### config.mk
export PLATFORM = sky130hd
export DESIGN_NAME = rtc_bus_responder
export DESIGN_NICKNAME = d
export VERILOG_FILES = /design/src/rtl/rtc_bus_pkg.sv /design/src/rtl/rtc_regfile.sv /design/src/rtl/rtc_bus_responder.sv
export SDC_FILE = /design/constraint.sdc
export NUM_CORES = 1
export LEC_CHECK = 0
export ABC_CLOCK_PERIOD_IN_PS = 3320
export CAP_MARGIN = 10
export CELL_PAD_IN_SITES_DETAIL_PLACEMENT = 1
export CELL_PAD_IN_SITES_GLOBAL_PLACEMENT = 1
export CORE_MARGIN = 3
export CORE_UTILIZATION = 51
export DETAILED_ROUTE_END_ITERATION = 8
export PLACE_DENSITY = 0.81
export SLEW_MARGIN = 20
export SYNTH_ARGS = -nofsm -noshare
export SYNTH_HDL_FRONTEND = slang
export SYNTH_SLANG_ARGS = --single-unit
### constraint.sdc
create_clock -name clk -period 3.32 [get_ports clk]
set_clock_uncertainty 0.15 [all_clocks]
set_input_delay 0.332 -clock clk [delete_from_list [all_inputs] [get_ports clk]]
set_output_delay 0.332 -clock clk [all_outputs]
set_load 0.01 [all_outputs]
### src/rtl/rtc_bus_pkg.sv
// -----------------------------------------------------------------------------
// rtc_bus_pkg
// Shared definitions for the RTC bus responder: bus width, default register
// count, FSM state encoding and a small strobe edge helper.
// -----------------------------------------------------------------------------
package rtc_bus_pkg;

    localparam int RTC_DW    = 8;
    localparam int RTC_NREGS = 16;

    typedef enum logic [2:0] {
        ST_IDLE  = 3'd0,
        ST_ADDR  = 3'd1,
        ST_ARMED = 3'd2,
        ST_WRITE = 3'd3,
        ST_READ  = 3'd4
    } rtc_state_e;

    // Rising edge of an active-low strobe, i.e. the strobe being released.
    function automatic logic rise_edge(input logic cur, input logic prev);
        return cur & ~prev;
    endfunction

endpackage

### src/rtl/rtc_regfile.sv
// -----------------------------------------------------------------------------
// rtc_regfile
// NREGS x DW register file with two synchronous write ports and one
// asynchronous read port. Port 0 (bus) wins over port 1 (local update) when
// both target the same entry in the same cycle.
//
// Ports:
//   clk_i, reset_ni        clock, synchronous active-low reset (clears all)
//   we0_i/waddr0_i/wdata0_i  write port 0 (priority)
//   we1_i/waddr1_i/wdata1_i  write port 1
//   raddr_i / rdata_o        asynchronous read; out-of-range reads return 0
// -----------------------------------------------------------------------------
module rtc_regfile #(
    parameter int NREGS = 16,
    parameter int DW    = 8,
    parameter int AW    = $clog2(NREGS)
) (
    input  logic          clk_i,
    input  logic          reset_ni,
    input  logic          we0_i,
    input  logic [AW-1:0] waddr0_i,
    input  logic [DW-1:0] wdata0_i,
    input  logic          we1_i,
    input  logic [AW-1:0] waddr1_i,
    input  logic [DW-1:0] wdata1_i,
    input  logic [AW-1:0] raddr_i,
    output logic [DW-1:0] rdata_o
);

    logic [DW-1:0] regs_q [NREGS];

    // Storage update: reset clears, port 0 overrides port 1 per entry.
    always_ff @(posedge clk_i) begin
        for (int i = 0; i < NREGS; i++) begin
            if (!reset_ni) begin
                regs_q[i] <= {DW{1'b0}};
            end else if (we0_i && (waddr0_i == AW'(i))) begin
                regs_q[i] <= wdata0_i;
            end else if (we1_i && (waddr1_i == AW'(i))) begin
                regs_q[i] <= wdata1_i;
            end else begin
                regs_q[i] <= regs_q[i];
            end
        end
    end

    // Asynchronous read with range guard for non power-of-two depths.
    always_comb begin
        rdata_o = {DW{1'b0}};
        if (int'(raddr_i) < NREGS) begin
            rdata_o = regs_q[raddr_i];
        end else begin
            rdata_o = {DW{1'b0}};
        end
    end

endmodule

### src/rtl/rtc_bus_responder.sv
// -----------------------------------------------------------------------------
// rtc_bus_responder
// Responder side of the multiplexed RTC bus. Decodes address/data phases on
// the registered strobes, holds a register file, drives read data back onto
// the AD bus and merges local timekeeping updates.
//
// Ports:
//   clk, reset            clock, synchronous active-low reset
//   a_d, cs, wr, rd       bus controls (a_d low = address; strobes active-low)
//   bus_in                AD bus value from the initiator
//   bus_out, bus_oe       read data and its output enable
//   upd_en/upd_addr/upd_data  one-cycle local register update
//   addr_err              pulse with xfer_done when the address is out of range
//   xfer_done             pulse when a data phase completes
// -----------------------------------------------------------------------------
module rtc_bus_responder
    import rtc_bus_pkg::*;
#(
    parameter int NREGS = RTC_NREGS,
    parameter int DW    = RTC_DW
) (
    input  logic          clk,
    input  logic          reset,
    input  logic          a_d,
    input  logic          cs,
    input  logic          wr,
    input  logic          rd,
    input  logic [DW-1:0] bus_in,
    output logic [DW-1:0] bus_out,
    output logic          bus_oe,
    input  logic          upd_en,
    input  logic [3:0]    upd_addr,
    input  logic [DW-1:0] upd_data,
    output logic          addr_err,
    output logic          xfer_done
);

    localparam int AW = $clog2(NREGS);

    // Registered bus inputs and the previous strobe values for edge detect.
    logic          a_d_q, cs_q, wr_q, rd_q;
    logic [DW-1:0] bus_in_q;
    logic          cs_prev_q, wr_prev_q, rd_prev_q;

    rtc_state_e    state_q;
    logic          sync_q;       // bus seen idle (cs high) since reset
    logic [DW-1:0] addr_cap_q;   // address being collected in ADDR
    logic [DW-1:0] addr_reg_q;   // committed address, used by data phases
    logic [DW-1:0] data_q;       // write data collected in WRITE
    logic [DW-1:0] bus_out_q;
    logic          bus_oe_q, addr_err_q, xfer_done_q;

    logic          cs_rise_s, wr_rise_s, rd_rise_s;
    logic          addr_bad_s;
    logic          bus_wen_s, upd_wen_s;
    logic [DW-1:0] rd_data_s;

    // Input capture. Strobes reset to their inactive level so a transfer that
    // straddles reset cannot produce a spurious edge afterwards.
    always_ff @(posedge clk) begin
        if (!reset) begin
            a_d_q     <= 1'b0;
            cs_q      <= 1'b1;
            wr_q      <= 1'b1;
            rd_q      <= 1'b1;
            bus_in_q  <= {DW{1'b0}};
            cs_prev_q <= 1'b1;
            wr_prev_q <= 1'b1;
            rd_prev_q <= 1'b1;
        end else begin
            a_d_q     <= a_d;
            cs_q      <= cs;
            wr_q      <= wr;
            rd_q      <= rd;
            bus_in_q  <= bus_in;
            cs_prev_q <= cs_q;
            wr_prev_q <= wr_q;
            rd_prev_q <= rd_q;
        end
    end

    // Strobe edges, address range check and register-file write enables.
    always_comb begin
        cs_rise_s  = rise_edge(cs_q, cs_prev_q);
        wr_rise_s  = rise_edge(wr_q, wr_prev_q);
        rd_rise_s  = rise_edge(rd_q, rd_prev_q);
        // Any bit above the index range, or an index past NREGS, is an error.
        addr_bad_s = (addr_reg_q >= DW'(NREGS));
        bus_wen_s  = (state_q == ST_WRITE) && wr_rise_s && !addr_bad_s;
        upd_wen_s  = upd_en && (int'(upd_addr) < NREGS);
    end

    // Bus-side protocol FSM with registered outputs.
    always_ff @(posedge clk) begin
        if (!reset) begin
            state_q     <= ST_IDLE;
            sync_q      <= 1'b0;
            addr_cap_q  <= {DW{1'b0}};
            addr_reg_q  <= {DW{1'b0}};
            data_q      <= {DW{1'b0}};
            bus_out_q   <= {DW{1'b0}};
            bus_oe_q    <= 1'b0;
            addr_err_q  <= 1'b0;
            xfer_done_q <= 1'b0;
        end else begin
            xfer_done_q <= 1'b0;
            addr_err_q  <= 1'b0;
            // A transfer cut by reset is ignored until cs has been released.
            if (cs_q) begin
                sync_q <= 1'b1;
            end else begin
                sync_q <= sync_q;
            end

            case (state_q)
                ST_IDLE: begin
                    if (sync_q && !cs_q && !wr_q && !a_d_q) begin
                        state_q    <= ST_ADDR;
                        addr_cap_q <= bus_in_q;
                    end else begin
                        state_q    <= ST_IDLE;
                    end
                end

                ST_ADDR: begin
                    if (wr_rise_s) begin
                        // Address only becomes current once the phase completes,
                        // so an aborted phase leaves the old address intact.
                        state_q    <= ST_ARMED;
                        addr_reg_q <= addr_cap_q;
                    end else if (cs_rise_s) begin
                        state_q    <= ST_IDLE;
                    end else begin
                        state_q    <= ST_ADDR;
                        if (!cs_q && !wr_q && !a_d_q) begin
                            addr_cap_q <= bus_in_q;
                        end else begin
                            addr_cap_q <= addr_cap_q;
                        end
                    end
                end

                ST_ARMED: begin
                    if (!cs_q && !wr_q && !a_d_q) begin
                        state_q    <= ST_ADDR;
                        addr_cap_q <= bus_in_q;
                    end else if (!cs_q && !wr_q && a_d_q) begin
                        // Write checked first: rd and wr both low is a write.
                        state_q    <= ST_WRITE;
                        data_q     <= bus_in_q;
                    end else if (!cs_q && !rd_q && a_d_q) begin
                        state_q    <= ST_READ;
                        bus_oe_q   <= 1'b1;
                        bus_out_q  <= addr_bad_s ? {DW{1'b0}} : rd_data_s;
                    end else begin
                        state_q    <= ST_ARMED;
                    end
                end

                ST_WRITE: begin
                    if (wr_rise_s) begin
                        state_q     <= ST_IDLE;
                        xfer_done_q <= 1'b1;
                        addr_err_q  <= addr_bad_s;
                    end else if (cs_rise_s) begin
                        state_q     <= ST_IDLE;
                    end else begin
                        state_q     <= ST_WRITE;
                        if (!wr_q) begin
                            data_q <= bus_in_q;
                        end else begin
                            data_q <= data_q;
                        end
                    end
                end

                ST_READ: begin
                    if (rd_rise_s || cs_rise_s) begin
                        state_q     <= ST_IDLE;
                        bus_oe_q    <= 1'b0;
                        bus_out_q   <= {DW{1'b0}};
                        xfer_done_q <= 1'b1;
                        addr_err_q  <= addr_bad_s;
                    end else begin
                        // Data sampled on entry is held for the whole phase.
                        state_q     <= ST_READ;
                    end
                end

                default: begin
                    state_q  <= ST_IDLE;
                    bus_oe_q <= 1'b0;
                end
            endcase
        end
    end

    rtc_regfile #(
        .NREGS (NREGS),
        .DW    (DW),
        .AW    (AW)
    ) u_regfile (
        .clk_i    (clk),
        .reset_ni (reset),
        .we0_i    (bus_wen_s),
        .waddr0_i (addr_reg_q[AW-1:0]),
        .wdata0_i (data_q),
        .we1_i    (upd_wen_s),
        .waddr1_i (upd_addr[AW-1:0]),
        .wdata1_i (upd_data),
        .raddr_i  (addr_reg_q[AW-1:0]),
        .rdata_o  (rd_data_s)
    );

    assign bus_out   = bus_out_q;
    assign bus_oe    = bus_oe_q;
    assign addr_err  = addr_err_q;
    assign xfer_done = xfer_done_q;

endmodule
-- Word-level counts from Yosys, hierarchy flattened
Memories as Yosys holds them, arrays and structs flattened. A register that Yosys moved wholly into a read port is not among the register bits.
Cells that the tools add are included.
- logic and storage cells: 476
- memories kept: 1
- register bits: 54
- memory bits (writable): 128
- memories (name ; depth ; width ; read ports ; clocked after memory_dff ; write ports ; line ; RTL):
    u_regfile.regs_q ; 16 ; 8 ; 1 ; 1 ; 16 ; rtc_regfile.sv:30 ; logic [DW-1:0] regs_q [NREGS];
- equal/unequal tests: 61
- muxes and demuxes: 265
- reductions and logical operators: 76
- bitwise gates (word level): 55
- order comparisons: 1
- operators with widths (cell ; number):
    $mux 8 ; 62
    $mux 1 ; 187
    $eq 4x4->1 const B ; 16
    $or 1x1->1 ; 48
    $logic_and 1x1->1 ; 42
    $reduce_and 2->1 ; 17
    $eq 4x3->1 const B ; 8
    $pmux 8 s2 ; 2
    $pmux 8 s3 ; 1
    $ne 2x2->1 const B ; 11
    $eq 4x2->1 const B ; 4
    $ne 0x0->1 ; 16
    $pmux 3 s5 ; 1
    $mux 3 ; 4
    $reduce_and 5->1 ; 2
    $eq 4x1->1 const B ; 2
    $ge 8x5->1 const B ; 1
    $logic_not 4->1 ; 2
    $mux 4 ; 2
    $eq 3x2->1 const B ; 2
    $mux 2 ; 3
    $reduce_and 6->1 ; 1
    $logic_not 1->1 ; 5
    $not 1->1 ; 4
    other kinds (11) ; 15

-- Logic depth before layout (Yosys ltp)
Gate-level depths: netlist of run 1.
- word-level depth: 11
- depth in mapped cells: 6
- gate-level depth less buffers: 4

-- Hierarchy
From an unflattened synthesis of run 1, not the netlist that was laid out.
- cell total of the unflattened synthesis: 677
- area total of the unflattened synthesis: 8814.7 µm²
- modules (own cells, without submodules) (module ; area an instance (µm²) ; times used ; cells an instance ; sequential area each (µm²)):
    rtc_regfile ; 6834.1 ; 1 ; 470 ; 3843.7
    rtc_bus_responder ; 1980.6 ; 1 ; 207 ; 1081.0

-- Worst setup path after synthesis of run 1
No wires, ideal clock.
- kind: register to register
- start point: reg state_q[2]
- end point: mem u_regfile.regs_q[1][0], enable pin
- setup time: 384 ps
- data arrival time: 1986 ps
- slack: 800 ps
- stages on the path, launching flop included: 6
- clock period less this slack: 2520 ps
- path buffers: 1
- path through: dfxtp_1 -> buf_2 -> nand4bb_1 -> nor2_1 -> nand3_1 -> o21ai_0
- RTL lines (item ; line ; RTL):
    from (decl) ; rtc_bus_responder.sv:45 ; rtc_state_e state_q;
    from (signal assigned) ; rtc_bus_responder.sv:96 ; state_q <= ST_IDLE;
    from (signal assigned) ; rtc_bus_responder.sv:118 ; state_q <= ST_ADDR;
    from (signal assigned) ; rtc_bus_responder.sv:121 ; state_q <= ST_IDLE;
    to (decl) ; rtc_regfile.sv:30 ;

==> results of run 1 <==
==> final timing paths <==
kind                            startpoint                endpoint  slack (ns)
worst max-delay path            state_q[1]  u_regfile.regs_q[5][6]        0.30
worst min register to register      bus_oe                  bus_oe        0.32
worst max register to register  state_q[1]  u_regfile.regs_q[5][6]        0.30
worst min-delay path                    cs                    cs_q        0.30
==> state kept, by name, summed over array words and instances, names as in the netlist, 3 cells and up, named ones only <==
register          cells
u_regfile.regs_q    128
bus_in_q              8
addr_reg_q            8
bus_out               8
state_q               3
data_q                8
addr_cap_q            8
==> per-stage QoR <==
step / cells / setup WS, ns / hold slack [ns] / cell area, µm²
floorplan: 718 / 0.7996 / 0.2665 / 9254
CTS: 977 / 0.4220 / 0.2875 / 10510
detailed placement: 945 / 0.4343 / 0.3045 / 9933
global route: 977 / 0.2382 / 0.3010 / 10510
global placement: 945 / 0.6422 / 0.2838 / 9933
finish: 977 / 0.2992 / 0.2980 / 10510
==> cell usage after synthesis, types with 10 or more instances <==
| library cell | n |
|---|---|
| edfxtp_1 | 128 |
| a32o_1 | 73 |
| dfxtp_1 | 58 |
| clkbuf_1 | 55 |
| nor2_1 | 41 |
| nand2_1 | 39 |
| mux4_2 | 32 |
| mux2i_1 | 31 |
| a22o_1 | 23 |
| o2bb2ai_1 | 21 |
| and2_1 | 20 |
| o211ai_1 | 19 |
| nand2b_1 | 12 |
| nand4_1 | 12 |
| o21ai_0 | 12 |
| buf_2 | 11 |
| nand3_1 | 11 |
| o221ai_1 | 10 |
==> power by group <==
group          switching [mW]  internal, mW  leakage (nW)
Clock                   0.931          1.11         0.278
Combinational           0.192         0.110          1.31
Sequential             0.0342          2.54          1.83
==> cell families after synthesis <==
group	share of synthesized area, %
AO/OA/AOI/OAI	18.85
buffers and inverters	3.272
multiplexers	12.24
flip-flops	54.08
AND/OR/NAND/NOR	11.56
==> area by class of cell <==
type                            instances  area, µm²
Fill cell                            1691       7024
Sequential cell                       186       5006
Multi-Input combinational cell        457       3958
Timing Repair Buffer                   75      680.7
Clock buffer                           21      471.7
Tap cell                              225      281.5
Clock inverter                         11      107.6
Inverter                                2      7.507
==> layout by cell type, fill, tap and decap left out, types with 3 or more instances in the layout <==
master           Yosys  final
dfxtp_1             58     57
nor3_2               4      4
a22o_1              23     23
buf_4                0     36
clkbuf_16            0     18
clkdlybuf4s50_1      0     37
nor4_4               3      3
and3_1               5      5
nand3_1             11     11
o2bb2ai_1           21     21
nand3b_1             9      9
nor2_1              41     41
inv_6                0      3
o21ai_0             12     12
clkinv_4             0      3
mux2_2               9      9
nand2_1             39     39
a31oi_1              9      9
nor2b_1              7      5
o211ai_1            19     19
a32o_1              73     73
mux4_2              32     32
o221ai_1            10     10
o21a_1               4      4
edfxtp_1           128    128
and2_1              20     20
nand4_1             12     12
a21oi_1              9      9
a211oi_1             8      8
mux2i_1             31     31
nand2b_1            12     12
==> metal layers <==
| layer | part of all wire, % | vias up | GRT usage, % |
|---|---|---|---|
| met1 | 37 | 3658 | 41.04 |
| met3 | 9.3 | 100 | 5.665 |
| met2 | 49 | 492 | 53.23 |
| met5 | 0 | - | 0 |
| li1 | - | 2963 | - |
| met4 | 4.0 | 0 | 13.56 |
==> critical path, cell delays in order (launching register included) <==
cell and delay, ns:
dfxtp_1 0.59, nand4bb_1 0.34, nor2_1 0.64, a31oi_1 0.60
a32o_1 0.45
==> results.json, run 1 <==
{
  "outcome": "complete, no violations",
  "grt_setup_unrepaired": "false",
  "tightest_slew_ns": 1.205,
  "ir_drop_mv": 0.4089,
  "grt_pass1_vias": 7324,
  "numCtsBuffers": 17,
  "p_total_mw": 4.913,
  "start_kind": "flip-flop",
  "finalWirelength_um": 30910,
  "report.final.slew_viol_count": 0,
  "clk_latency_ns": 0.45,
  "synth_area_mm2": 0.009254,
  "post_cts_buffers": 0,
  "ys_seq_area_share_pct": 54.08,
  "worstPathArrival_ns": 3.06,
  "cts_root_buf": "clkbuf_16",
  "finalCritPeriodShare_pct": 90.99,
  "cts_htree_levels": 4,
  "synth-edff-count": 128,
  "crit_fanout": 11,
  "initial_core_util_pct": 52.77,
  "setup_viol": 0,
  "finalHoldViolCount": 0,
  "ioPinCount": 38,
  "drive_gt1_share_pct": 18.09,
  "grt.overflow.total": 0,
  "cts.sink_count": 186,
  "worstPathRequired_ns": 3.36,
  "route.detailed.drc": 0,
  "port_buffers": 37,
  "clkSlewWorstSetupHoldPaths_ns": 0.07,
  "n_antenna_cell": 0,
  "synth_cell_types": 59,
  "grt_usage_pct": 31.83,
  "first_pass_iters": 6,
  "cts_buffer_depth": 2,
  "die_area_mm2": 0.01980,
  "nets": 766,
  "row_count": 48,
  "drt_iter0_markers": 1189,
  "synth_top_area_cell": "edfxtp_1",
  "yosysWarnings": 0,
  "reg2reg_depth": 4,
  "gp_congestion": 0.9906,
  "powerDensity_mw_per_mm2": 467.4,
  "period_minus_slack_ns": 3.021,
  "cts_tree": "yes",
  "hpwl_um": 20770,
  "avgSynthCellArea_um2": 12.89,
  "hold_class": "primary input to flip-flop",
  "wl_per_cell_um": 31.63,
  "async_flop_share_pct": 0,
  "grt_pass1_wl_um": 46770,
  "yosys-top-cells-area": "edfxtp_1, dfxtp_1, a32o_1",
  "endpoint_kind": "flip-flop",
  "syn2layout_area_growth_pct": 13.60,
  "antenna_found_initial": 0,
  "fp.dieH_um": 140.7,
  "whs_path_depth": 2,
  "utilization_pct": 59.95,
  "synth-main-ff-cell": "edfxtp_1",
  "dr_total_vias": 7213,
  "cts_resized": 0,
  "die_x_um": 140.7,
  "leakage_nw": 3.425,
  "postCtsHoldBufs": 0,
  "antenna_left": 0,
  "synth_fp_nets": 745,
  "path_class": "flip-flop to flip-flop",
  "tns_ns": 0,
  "design.core.area_mm2": 0.01754,
  "drv_cap": 0,
  "grt_start_max_net_pins": 40,
  "ys_ff_latch": 186,
  "relSlewSlack_pct": 19.26,
  "viasPerCell": 7.383,
  "max_freq_mhz": 331.0,
  "synth_top_area_share_pct": 41.54,
  "syn-instance-count": 718
}
Note: power is estimated with default switching activity, not from simulation.
==> inputs of run 2 (changes only) <==
--- a/config.mk
+++ b/config.mk
@@ -6,7 +6,6 @@
 export NUM_CORES = 1
 export LEC_CHECK = 0
 export ABC_CLOCK_PERIOD_IN_PS = 3320
-export CAP_MARGIN = 10
 export CELL_PAD_IN_SITES_DETAIL_PLACEMENT = 1
 export CELL_PAD_IN_SITES_GLOBAL_PLACEMENT = 1
 export CORE_MARGIN = 3
==> results of run 2 <==
The final DEF is identical to that of run 1; final timing and power are the same.
==> inputs of run 3 (changes only) <==
--- a/config.mk
+++ b/config.mk
@@ -11,7 +11,9 @@
 export CORE_MARGIN = 3
 export CORE_UTILIZATION = 51
 export DETAILED_ROUTE_END_ITERATION = 8
+export GPL_ROUTABILITY_DRIVEN = 1
 export PLACE_DENSITY = 0.81
+export REMOVE_ABC_BUFFERS = 1
 export SLEW_MARGIN = 20
 export SYNTH_ARGS = -nofsm -noshare
 export SYNTH_HDL_FRONTEND = slang
==> results.json, run 3 (synthesis gave the netlist of run 1 again) <==
{
  "outcome": "complete, no violations",
  "period_minus_slack_ns": 3.100,
  "antenna_left": 0,
  "wl_per_cell_um": 32.19,
  "grt.overflow.total": 0,
  "hpwl_um": 20500,
  "n_antenna_cell": 0,
  "die_area_mm2": 0.01980,
  "worstPathRequired_ns": 3.25,
  "antenna_found_initial": 1,
  "cts_buffer_depth": 2,
  "finalWirelength_um": 31350,
  "place_inst": 942,
  "ir_drop_mv": 0.3773,
  "start_kind": "flip-flop",
  "cts_htree_levels": 4,
  "cts_root_buf": "clkbuf_16",
  "largest_reg_flops": 128,
  "hold_class": "primary input to flip-flop",
  "fin_hold_ws_ns": 0.3062,
  "drv_cap": 0,
  "multiInputGateArea_mm2": 0.003958,
  "regMostFlops": "u_regfile.regs_q",
  "nets": 763,
  "design.core.area_mm2": 0.01754,
  "row_count": 48,
  "gp_congestion": 1.005,
  "finalHoldViolCount": 0,
  "worstPathArrival_ns": 3.03,
  "syn2layout_area_growth_pct": 13.11,
  "tightest_slew_ns": 1.087,
  "grt_start_max_net_pins": 40,
  "cts_resized": 0,
  "drt_iter0_markers": 991,
  "postCtsHoldBufs": 0,
  "fp.dieH_um": 140.7,
  "report.final.slew_viol_count": 0,
  "grt_setup_unrepaired": "false",
  "relSlewSlack_pct": 27.41,
  "grt_pass1_vias": 7524,
  "max_freq_mhz": 322.6,
  "viasPerCell": 7.549,
  "final_cells": 974,
  "clkSlewWorstSetupHoldPaths_ns": 0.07,
  "max_stage_delay_ns": 0.59,
  "final_common_cell": "edfxtp_1",
  "numCtsBuffers": 17,
  "first_pass_iters": 5,
  "tns_ns": 0,
  "cts.sink_count": 186,
  "post_cts_buffers": 0,
  "die_x_um": 140.7,
  "route.detailed.drc": 0,
  "cts_tree": "yes",
  "drive_gt1_share_pct": 18.02,
  "crit_fanout": 12,
  "clk_latency_ns": 0.43,
  "regArea_mm2": 0.005006,
  "leakage_nw": 3.423,
  "setup_viol": 0,
  "finalCritPeriodShare_pct": 93.36,
  "port_buffers": 37,
  "endpoint_kind": "flip-flop",
  "dr_total_vias": 7353,
  "grt_usage_pct": 32.07,
  "grt_pass1_wl_um": 47670,
  "path_cells": "and4bb_2, nand4_1, o22a_1, nand2_1",
  "final_cell_mix": "edfxtp_1, a32o_1, dfxtp_1, nor2_1, nand2_1",
  "initial_core_util_pct": 52.77,
  "path_class": "flip-flop to flip-flop",
  "nFillCells": 1702,
  "ioPinCount": 38,
  "cp_slowest_cell": "nand4_1",
  "powerDensity_mw_per_mm2": 465.2
}
run 3: changes by cell type in the layout (fill, tap and decap cells not counted), moves of 2 or more:
| cell | delta |
|---|---|
| clkinv_4 | -2 |
| buf_4 | -2 |
| clkinv_2 | +2 |
| clkinvlp_4 | -2 |
| inv_4 | +3 |
run 3: path summary, 6_finish.rpt:
check        startpoint                      to  slack, ns  cells after the start
max          state_q[1]  u_regfile.regs_q[8][3]       0.22                      4
min                  rd                    rd_q       0.31                      2
max reg2reg  state_q[1]  u_regfile.regs_q[8][3]       0.22                      4
min reg2reg      bus_oe                  bus_oe       0.33                      2
run 3: metal layers:
metal	wire length (µm)	part of all wire (%)	global-route usage [%]
met4	1478	4.7	13.82
met5	13	0.041	0
met2	15080	48	51.03
met3	3238	10	7.361
met1	11550	37	42.47
run 3: final cells by class:
cell class                 instances  area share, %
clock buffer                      21          4.710
clock inverter                    11         0.7770
inverter                           2        0.07172
multi-input combinational        457          37.81
sequential                       186          47.82
tap                              225          2.689
timing repair buffer              72          6.120
run 3: metrics by stage:
step / util, % / total power [mW] / area (µm²) / setup WS [ns]
after global placement: 56.41 / 2.887 / 9893 / 0.4899
after CTS: 59.69 / 4.869 / 10470 / 0.3440
after detailed placement: 56.41 / 2.906 / 9893 / 0.4212
after global routing: 59.69 / 4.989 / 10470 / 0.1425
final: 59.69 / 4.869 / 10470 / 0.2203
after floorplan: - / 2.732 / 8959 / 0.5422
run 3: critical path: cells and delay by family (launching register included):
family | cells | cell delay (ns)
flops | 1 | 0.58
compound gates | 1 | 0.58
simple gates | 3 | 1.44
run 3: where the power goes:
group	total, mW	leakage [nW]	switching [mW]	internal (mW)
clock	2.00	0.294	0.921	1.08
sequential	2.57	1.83	0.0303	2.54
combinational	0.303	1.30	0.197	0.105
total	4.87	3.42	1.15	3.72
